[config.mk]
export PLATFORM = sky130hd
export DESIGN_NAME = pipe_stage_reg
export DESIGN_NICKNAME = d
export VERILOG_FILES = /design/src/rtl/pipe_stage_reg_pkg.sv /design/src/rtl/pipe_stage_reg_entry.sv /design/src/rtl/pipe_stage_reg.sv
export SDC_FILE = /design/constraint.sdc
export NUM_CORES = 1
export LEC_CHECK = 0
export BUFFER_PORTS_ARGS = -buffer_cell sky130_fd_sc_hd__buf_2
export CORE_ASPECT_RATIO = 0.5
export CORE_MARGIN = 2
export CORE_UTILIZATION = 55
export DETAILED_ROUTE_END_ITERATION = 6
export PLACE_DENSITY = 0.81
export SLEW_MARGIN = 20
export SYNTH_ARGS = -nofsm -noshare
export SYNTH_HDL_FRONTEND = slang
export SYNTH_SLANG_ARGS = --single-unit
[constraint.sdc]
create_clock -name Clk -period 2 [get_ports Clk]
set_input_delay 0.2 -clock Clk [delete_from_list [all_inputs] [get_ports Clk]]
set_output_delay 0.2 -clock Clk [all_outputs]
set_load 0.02 [all_outputs]
[src/rtl/pipe_stage_reg_pkg.sv]
// pipe_stage_reg_pkg: shared control-word layout, reset PC and entry width helper
package pipe_stage_reg_pkg;
  localparam int CTRL_LEN = 31;
  localparam int MEMWRITE_BIT = 30;
  localparam int REGWRITE_BIT = 29;
  localparam int TNEW_LSB = 8;
  localparam int CMPOP_LSB = 0;
  localparam logic [31:0] RESET_PC = 32'h0000_3000;
  function automatic int entry_width(input int n_data, input int ctrl_len);
    return 64 + ctrl_len + 32 * n_data;
  endfunction
endpackage

[src/rtl/pipe_stage_reg_entry.sv]
// stage_entry_reg: one valid+payload register with load, clear and async reset; pc lives in bits [31:0]
module stage_entry_reg #(
  parameter int W = 96,
  parameter logic [31:0] RESET_PC = 32'h0000_3000
) (
  input  logic         Clk,
  input  logic         Reset,
  input  logic         clear,
  input  logic         load,
  input  logic         d_valid,
  input  logic [W-1:0] d,
  output logic         valid,
  output logic [W-1:0] q
);
  localparam logic [W-1:0] INIT = W'(RESET_PC);
  always_ff @(posedge Clk or negedge Reset)
    if (!Reset) begin
      valid <= 1'b0;
      q <= INIT;
    end else if (clear) begin
      valid <= 1'b0;
      q <= INIT;
    end else if (load) begin
      valid <= d_valid;
      if (d_valid) q <= d;
    end
endmodule

[src/rtl/pipe_stage_reg.sv]
// pipe_stage_reg: generic pipeline stage register with skid buffer, flush and TNew decrement
module pipe_stage_reg #(
  parameter int CTRL_LEN = pipe_stage_reg_pkg::CTRL_LEN,
  parameter int N_DATA = 3,
  parameter int TNEW_LSB = pipe_stage_reg_pkg::TNEW_LSB,
  parameter int DEC_TNEW = 1,
  parameter logic [31:0] RESET_PC = pipe_stage_reg_pkg::RESET_PC
) (
  input  logic                  Clk,
  input  logic                  Reset,
  input  logic                  Flush,
  input  logic                  InValid,
  output logic                  InReady,
  input  logic [31:0]           InsIn,
  input  logic [31:0]           PCIn,
  input  logic [CTRL_LEN-1:0]   CtrlIn,
  input  logic [N_DATA*32-1:0]  DataIn,
  output logic                  OutValid,
  input  logic                  OutReady,
  output logic [31:0]           InsOut,
  output logic [31:0]           PCOut,
  output logic [CTRL_LEN-1:0]   CtrlOut,
  output logic [N_DATA*32-1:0]  DataOut
);
  import pipe_stage_reg_pkg::*;
  localparam int W = entry_width(N_DATA, CTRL_LEN);
  logic [W-1:0] in_e, main_q, skid_q;
  logic main_valid, skid_valid, accept, pop, main_free;
  logic [CTRL_LEN-1:0] ctrl_raw, ctrl_adj;
  logic [2:0] t;
  assign in_e = {DataIn, CtrlIn, InsIn, PCIn};
  assign InReady = !skid_valid;
  assign accept = InValid && InReady;
  assign pop = main_valid && OutReady;
  assign main_free = !main_valid || pop;
  stage_entry_reg #(.W(W), .RESET_PC(RESET_PC)) u_main (
    .Clk(Clk), .Reset(Reset), .clear(Flush), .load(main_free),
    .d_valid(skid_valid || accept), .d(skid_valid ? skid_q : in_e),
    .valid(main_valid), .q(main_q)
  );
  stage_entry_reg #(.W(W), .RESET_PC(RESET_PC)) u_skid (
    .Clk(Clk), .Reset(Reset), .clear(Flush),
    .load(main_free ? skid_valid : accept),
    .d_valid(accept), .d(in_e),
    .valid(skid_valid), .q(skid_q)
  );
  always_comb begin
    ctrl_raw = main_q[64 +: CTRL_LEN];
    t = ctrl_raw[TNEW_LSB +: 3];
    ctrl_adj = ctrl_raw;
    ctrl_adj[TNEW_LSB +: 3] = (DEC_TNEW != 0 && t != 3'd0) ? t - 3'd1 : t;
    OutValid = main_valid;
    PCOut = main_q[31:0];
    InsOut = main_valid ? main_q[63:32] : '0;
    CtrlOut = main_valid ? ctrl_adj : '0;
    DataOut = main_valid ? main_q[64+CTRL_LEN +: 32*N_DATA] : '0;
  end
endmodule

=== Word level (Yosys, flattened, before mapping) ===
Cells that the tools add are included.
Widths: inputs -> output; s select.

* Logic and storage cells: 34
* Register bits: 384
* Output and inout port bits: 193
* Input port bits: 196

* Multiplexer cells: 16
* Reduce and logical (&&, ||, !) cells: 13
* Add/sub/neg operators: 1

{| class="wikitable"
|+ Operators by type and width
! cell !! count
|-
| $mux 191 || 7
|-
| $mux 96 || 1
|-
| $mux 32 || 1
|-
| $mux 31 || 1
|-
| $reduce_bool 2->1 || 4
|-
| $mux 1 || 5
|-
| $reduce_and 2->1 || 2
|-
| $mux 3 || 1
|-
| $reduce_bool 3->1 || 1
|-
| $sub 3x1->3 const B || 1
|-
| $logic_and 1x1->1 || 2
|-
| $logic_not 1->1 || 2
|-
| $logic_or 1x1->1 || 2
|}

=== Depth between registers and ports, before layout ===
* Word-level depth: 6
* Gate-level depth with buffers: 7
* Gate-level depth less buffers: 5

=== Cells and area by module ===
A second synthesis with hierarchy kept.

* Cells, all modules: 2149
* Area total of the unflattened synthesis: 22345.2 um^2

{| class="wikitable"
|+ Modules (own cells, without submodules)
! module !! seq. area each (um^2) !! cells each !! instances !! area an instance (um^2)
|-
| stage_entry_reg || 4807.1 || 872 || 2 || 9117.5
|-
| pipe_stage_reg || 0.0 || 405 || 1 || 4110.2
|}

=== Least setup slack after synthesis ===
No wires, ideal clock.

* Path kind: register to register
* From: register u_main.valid
* To: register u_main.q[180]
* Buffers on the path: 3
* Arrival time: 1596 ps
* Cell stages (with the launch flop): 7
* Data required time: 1858 ps
* Setup slack: 262 ps
* Clock period less this slack: 1738 ps
* Library setup time: 142 ps
* Cells stage by stage: dfrtp_1 > buf_2 > nor2b_1 > nor2_2 > buf_2 > buf_1 > a211oi_1

* Cells in the longest elaborated chain, start to end: 4
* Elaborated cells on any way between the ends: 5
* Those cells by class: reduce/logical (5)

{| class="wikitable"
|+ Ends and longest elaborated chain
! item !! line !! RTL
|-
| start, declared || pipe_stage_reg_entry.sv:12 || <nowiki>output logic valid,</nowiki>
|-
| start signal, assigned || pipe_stage_reg_entry.sv:24 || <nowiki>valid <= d_valid;</nowiki>
|-
| $logic_not 1->1 / $logic_and 1x1->1 (equally long branches) || pipe_stage_reg.sv:35, pipe_stage_reg.sv:34 ||
|-
| $logic_or 1x1->1 (*) || pipe_stage_reg.sv:35 || <nowiki>assign main_free = !main_valid || pop;</nowiki>
|-
| $reduce_bool 2->1 (no source line) (*) || n/a ||
|-
| $reduce_and 2->1 (no source line) (*) || n/a ||
|-
| end signal, assigned || pipe_stage_reg_entry.sv:19 || <nowiki>q <= INIT;</nowiki>
|-
| end signal, assigned || pipe_stage_reg_entry.sv:22 || <nowiki>q <= INIT;</nowiki>
|-
| end signal, assigned || pipe_stage_reg_entry.sv:25 || <nowiki>if (d_valid) q <= d;</nowiki>
|-
| end, declared || pipe_stage_reg_entry.sv:13 || <nowiki>output logic [W-1:0] q</nowiki>
|}

Every way passes the cells marked *; elsewhere a longest branch is shown, timed or not.
A chain may end at the register's enable or synchronous reset.

=== Worst setup path after layout ===
* From: register u_main.valid
* To: output port DataOut[78]

* Cells in the longest elaborated chain, start to end: 1

{| class="wikitable"
|+ Ends and longest elaborated chain
! item !! line !! RTL
|-
| $mux 96 || pipe_stage_reg.sv:56 || <nowiki>DataOut = main_valid ? main_q[64+CTRL_LEN +: 32*N_DATA] : '0;</nowiki>
|-
| end, declared || pipe_stage_reg.sv:23 || <nowiki>output logic [N_DATA*32-1:0] DataOut</nowiki>
|}

No other way between the ends.

==> results.toml <==
[global_routing]
grt_pass1_wl_mm = 81.6
grt-ovfl-total = 0
grt_max_degree = 106
grt_pass1_vias = 14912
track_usage_pct = 30.2
antenna_found_initial = 3

[sta]
max_freq_mhz = 521
hold_viol = 0
setup_viol = 0
tightest_slew_ps = 656
fin_crit_sh_pct = 96.0
period_minus_slack_ps = 1920
slew_headroom_pct = 56.3
slew_violations = 0
skew_ps = 15.8

[logic_synthesis]
synth_nets = 1725
netlist_instances = 1527
yosys.area.top_type = "dfrtp_1"
synthTopCellsByCount = "dfrtp_1 (380), mux2i_1 (192), a21oi_1 (190), a211oi_1 (189), a22o_1 (189)"
synth-edff-count = 0
synth-seq-cells = 384
synth_top_area_share_pct = 53.7
post-synth-top-count-cell = "dfrtp_1"
netlist_area_um2 = 17700
synth_seq_area_share_pct = 54.3
synth_area_leaders = "dfrtp_1 (54%), mux2i_1 (11%), a22o_1 (9.3%), a211oi_1 (8.0%), and2_1 (5.5%)"
yosysWarnings = 0
synthFlopType = "dfrtp_1"
synth_cell_types = 27
synth-async-reset-ratio_pct = 100
avgSynthCellArea_um2 = 11.6

[worst_hold_path]
hold_start = "Flush"
hold_path_end = "u_main.valid$_DFFE_PN0P_"
holdPathStages = 2
hold_class = "in -> reg"

[clock_network]
cts_max_level = 2
clock_latency_ps = 530
numCtsBuffers = 36
path_clk_slew_ps = 70
cts_tree = "done"
clock-sinks = 384
clock_path_buffers = 3
cts-root-buf = "clkbuf_16"

[setup_path]
r2r_cells = 5
worstPathMaxFanout = 49
worstSetupPathType = "reg -> out"
regToRegStartpoint = "u_main.valid$_DFFE_PN0P_"
crit_required_ps = 1800
cp-end-kind = "primary output"
r2r_end = "u_skid.q[70]$_DFFE_PN0P_"
r2r_setup_slack_ps = 100
cp.arrival_ps = 1720
critPathLaunchType = "register"

[pwr]
report.power.total_mw = 18.1
pwr_density_cell_nw_per_um2 = 784
seqPwrFrac_pct = 46.6
p_leak_nw = 10.7
clockPowerShare_pct = 38.4
ir_drop_mv = 0.541
pwr-share-comb_pct = 15.0
p_sw_mw = 4.84
intPower_mw = 13.2
swShare_pct = 26.8

[outcome]
status = "finished, final reports clean"

[die]
core_area_um2 = 31700
dieArea_um2 = 33800
dieHeight_um = 131
die_width_um = 258
io_pins = 389
initial_utilization_pct = 55.9
rows = 46

[placed_design]
portBuffers = 388
dp_hpwl_mm = 28.8
gp_congestion = 0.837

[layout]
utilization_pct = 72.6
area_growth_pct = 30.0
layout-drive-gt1-share_pct = 24.9
final_nets = 2190
n_fill_cell = 2133

[routing]
ant_nets = 0
dr.first_iter.drc_count = 1393
firstDrtPassIters = 5
wl_per_cell_um = 21.4
routed-via-count = 14919
drc = 0
viasPerCell = 6.09
wirelength_mm = 52.6

[job]
maxCapViolations = 0
## state kept, by name, indices dropped and copies added (netlist names)
name	cells
u_main.valid	1
u_skid.q	191
u_skid.valid	1
u_main.q	191
## routing by layer
metal	global-route usage, %	part of all wire, %	vias up
li1	-	-	6576
met1	39.8	41	7492
met3	4.61	5.6	183
met4	16.5	5.4	0
met5	0	0	-
met2	49.2	48	668
## per-stage QoR
step	hold slack (ps)	setup slack [ps]	instances	cell area, µm²	setup TNS [ps]
CTS	33.1	18.8	2448	23000	0
global route	37.9	-4.23	2451	23000	-4.23
finish	50.7	80.9	2451	23000	0
global placement	144	287	2190	19900	0
floorplan	-95.6	262	1527	17700	0
detailed placement	154	256	2190	19900	0
## final cells by class
cell class | count | area [µm²] | area share [%]
antenna | 3 | 7.51 | 0.0326
clock inverter | 10 | 116 | 0.505
sequential | 384 | 9620 | 41.8
clock buffer | 52 | 1040 | 4.52
multi-input combinational | 943 | 7150 | 31.1
tap | 432 | 541 | 2.35
inverter | 3 | 11.3 | 0.0489
timing repair buffer | 624 | 4540 | 19.7
## worst max-delay path, stage by stage (launching register included)
cell and delay [ps]:
dfrtp_4 530, buf_8 280, and2_1 190, buf_2 190
## kinds of logic (layout without fill, tap and decap cells)
family	after synthesis	after routing	share of synthesized area, %
adder cells (fa/ha/maj)	2	2	0.141
AND/OR/NAND/NOR	175	175	6.19
other	0	3	0
multiplexers	192	192	10.8
XOR/XNOR	1	1	0.0494
buffers and inverters	200	689	5.56
AO/OA/AOI/OAI	573	573	23.0
flip-flops	384	384	54.3
## worst max-delay path by stage
stage	from	endpoint	slack (ps)	cells after the start
finish	u_main.valid$_DFFE_PN0P_	DataOut[78]	80	3
global route	u_main.q[72]$_DFFE_PN0P_	CtrlOut[8]	-4	6
CTS	u_main.q[72]$_DFFE_PN0P_	CtrlOut[8]	20	6
detailed placement	u_skid.valid$_DFFE_PN0P_	u_skid.q[100]$_DFFE_PN0P_	260	4
global placement	u_skid.valid$_DFFE_PN0P_	u_skid.q[59]$_DFFE_PN0P_	290	4
floorplan	u_main.valid$_DFFE_PN0P_	u_main.q[180]$_DFFE_PN0P_	260	6
## what timing repair did
item	CTS	global route
endpoints found under the setup margin	149	49
hold endpoints to repair	331	0
gates cloned	1	0
hold buffers	192	0
gates resized for setup	2	9
buffers inserted	3	0
pin swaps	0	1
## cell usage in the layout (no fill, tap or decap), drive strengths merged, types with 3 or more instances in the layout
master | synthesis | routed
clkbuf | 95 | 52
nand2b | 3 | 3
inv | 3 | 3
dlygate4sd3 | 0 | 192
nor2b | 3 | 3
dfstp | 4 | 4
buf | 102 | 432
and2 | 157 | 157
clkinv | 0 | 6
dfrtp | 380 | 380
a211oi | 189 | 189
nor2 | 4 | 4
a22o | 189 | 189
mux2i | 192 | 192
nor3 | 3 | 3
diode | 0 | 3
a21oi | 190 | 190
## power by group through the flow
stage	clock network [mW]	registers, mW	logic (mW)
after floorplan	0	8.46	1.45
after global placement	0	8.52	2.29
after detailed placement	0	8.53	2.33
after CTS	6.99	8.39	2.67
after global routing	7.39	8.45	2.92
final	6.93	8.41	2.72
No activity file was read; power rests on OpenSTA's default activity.
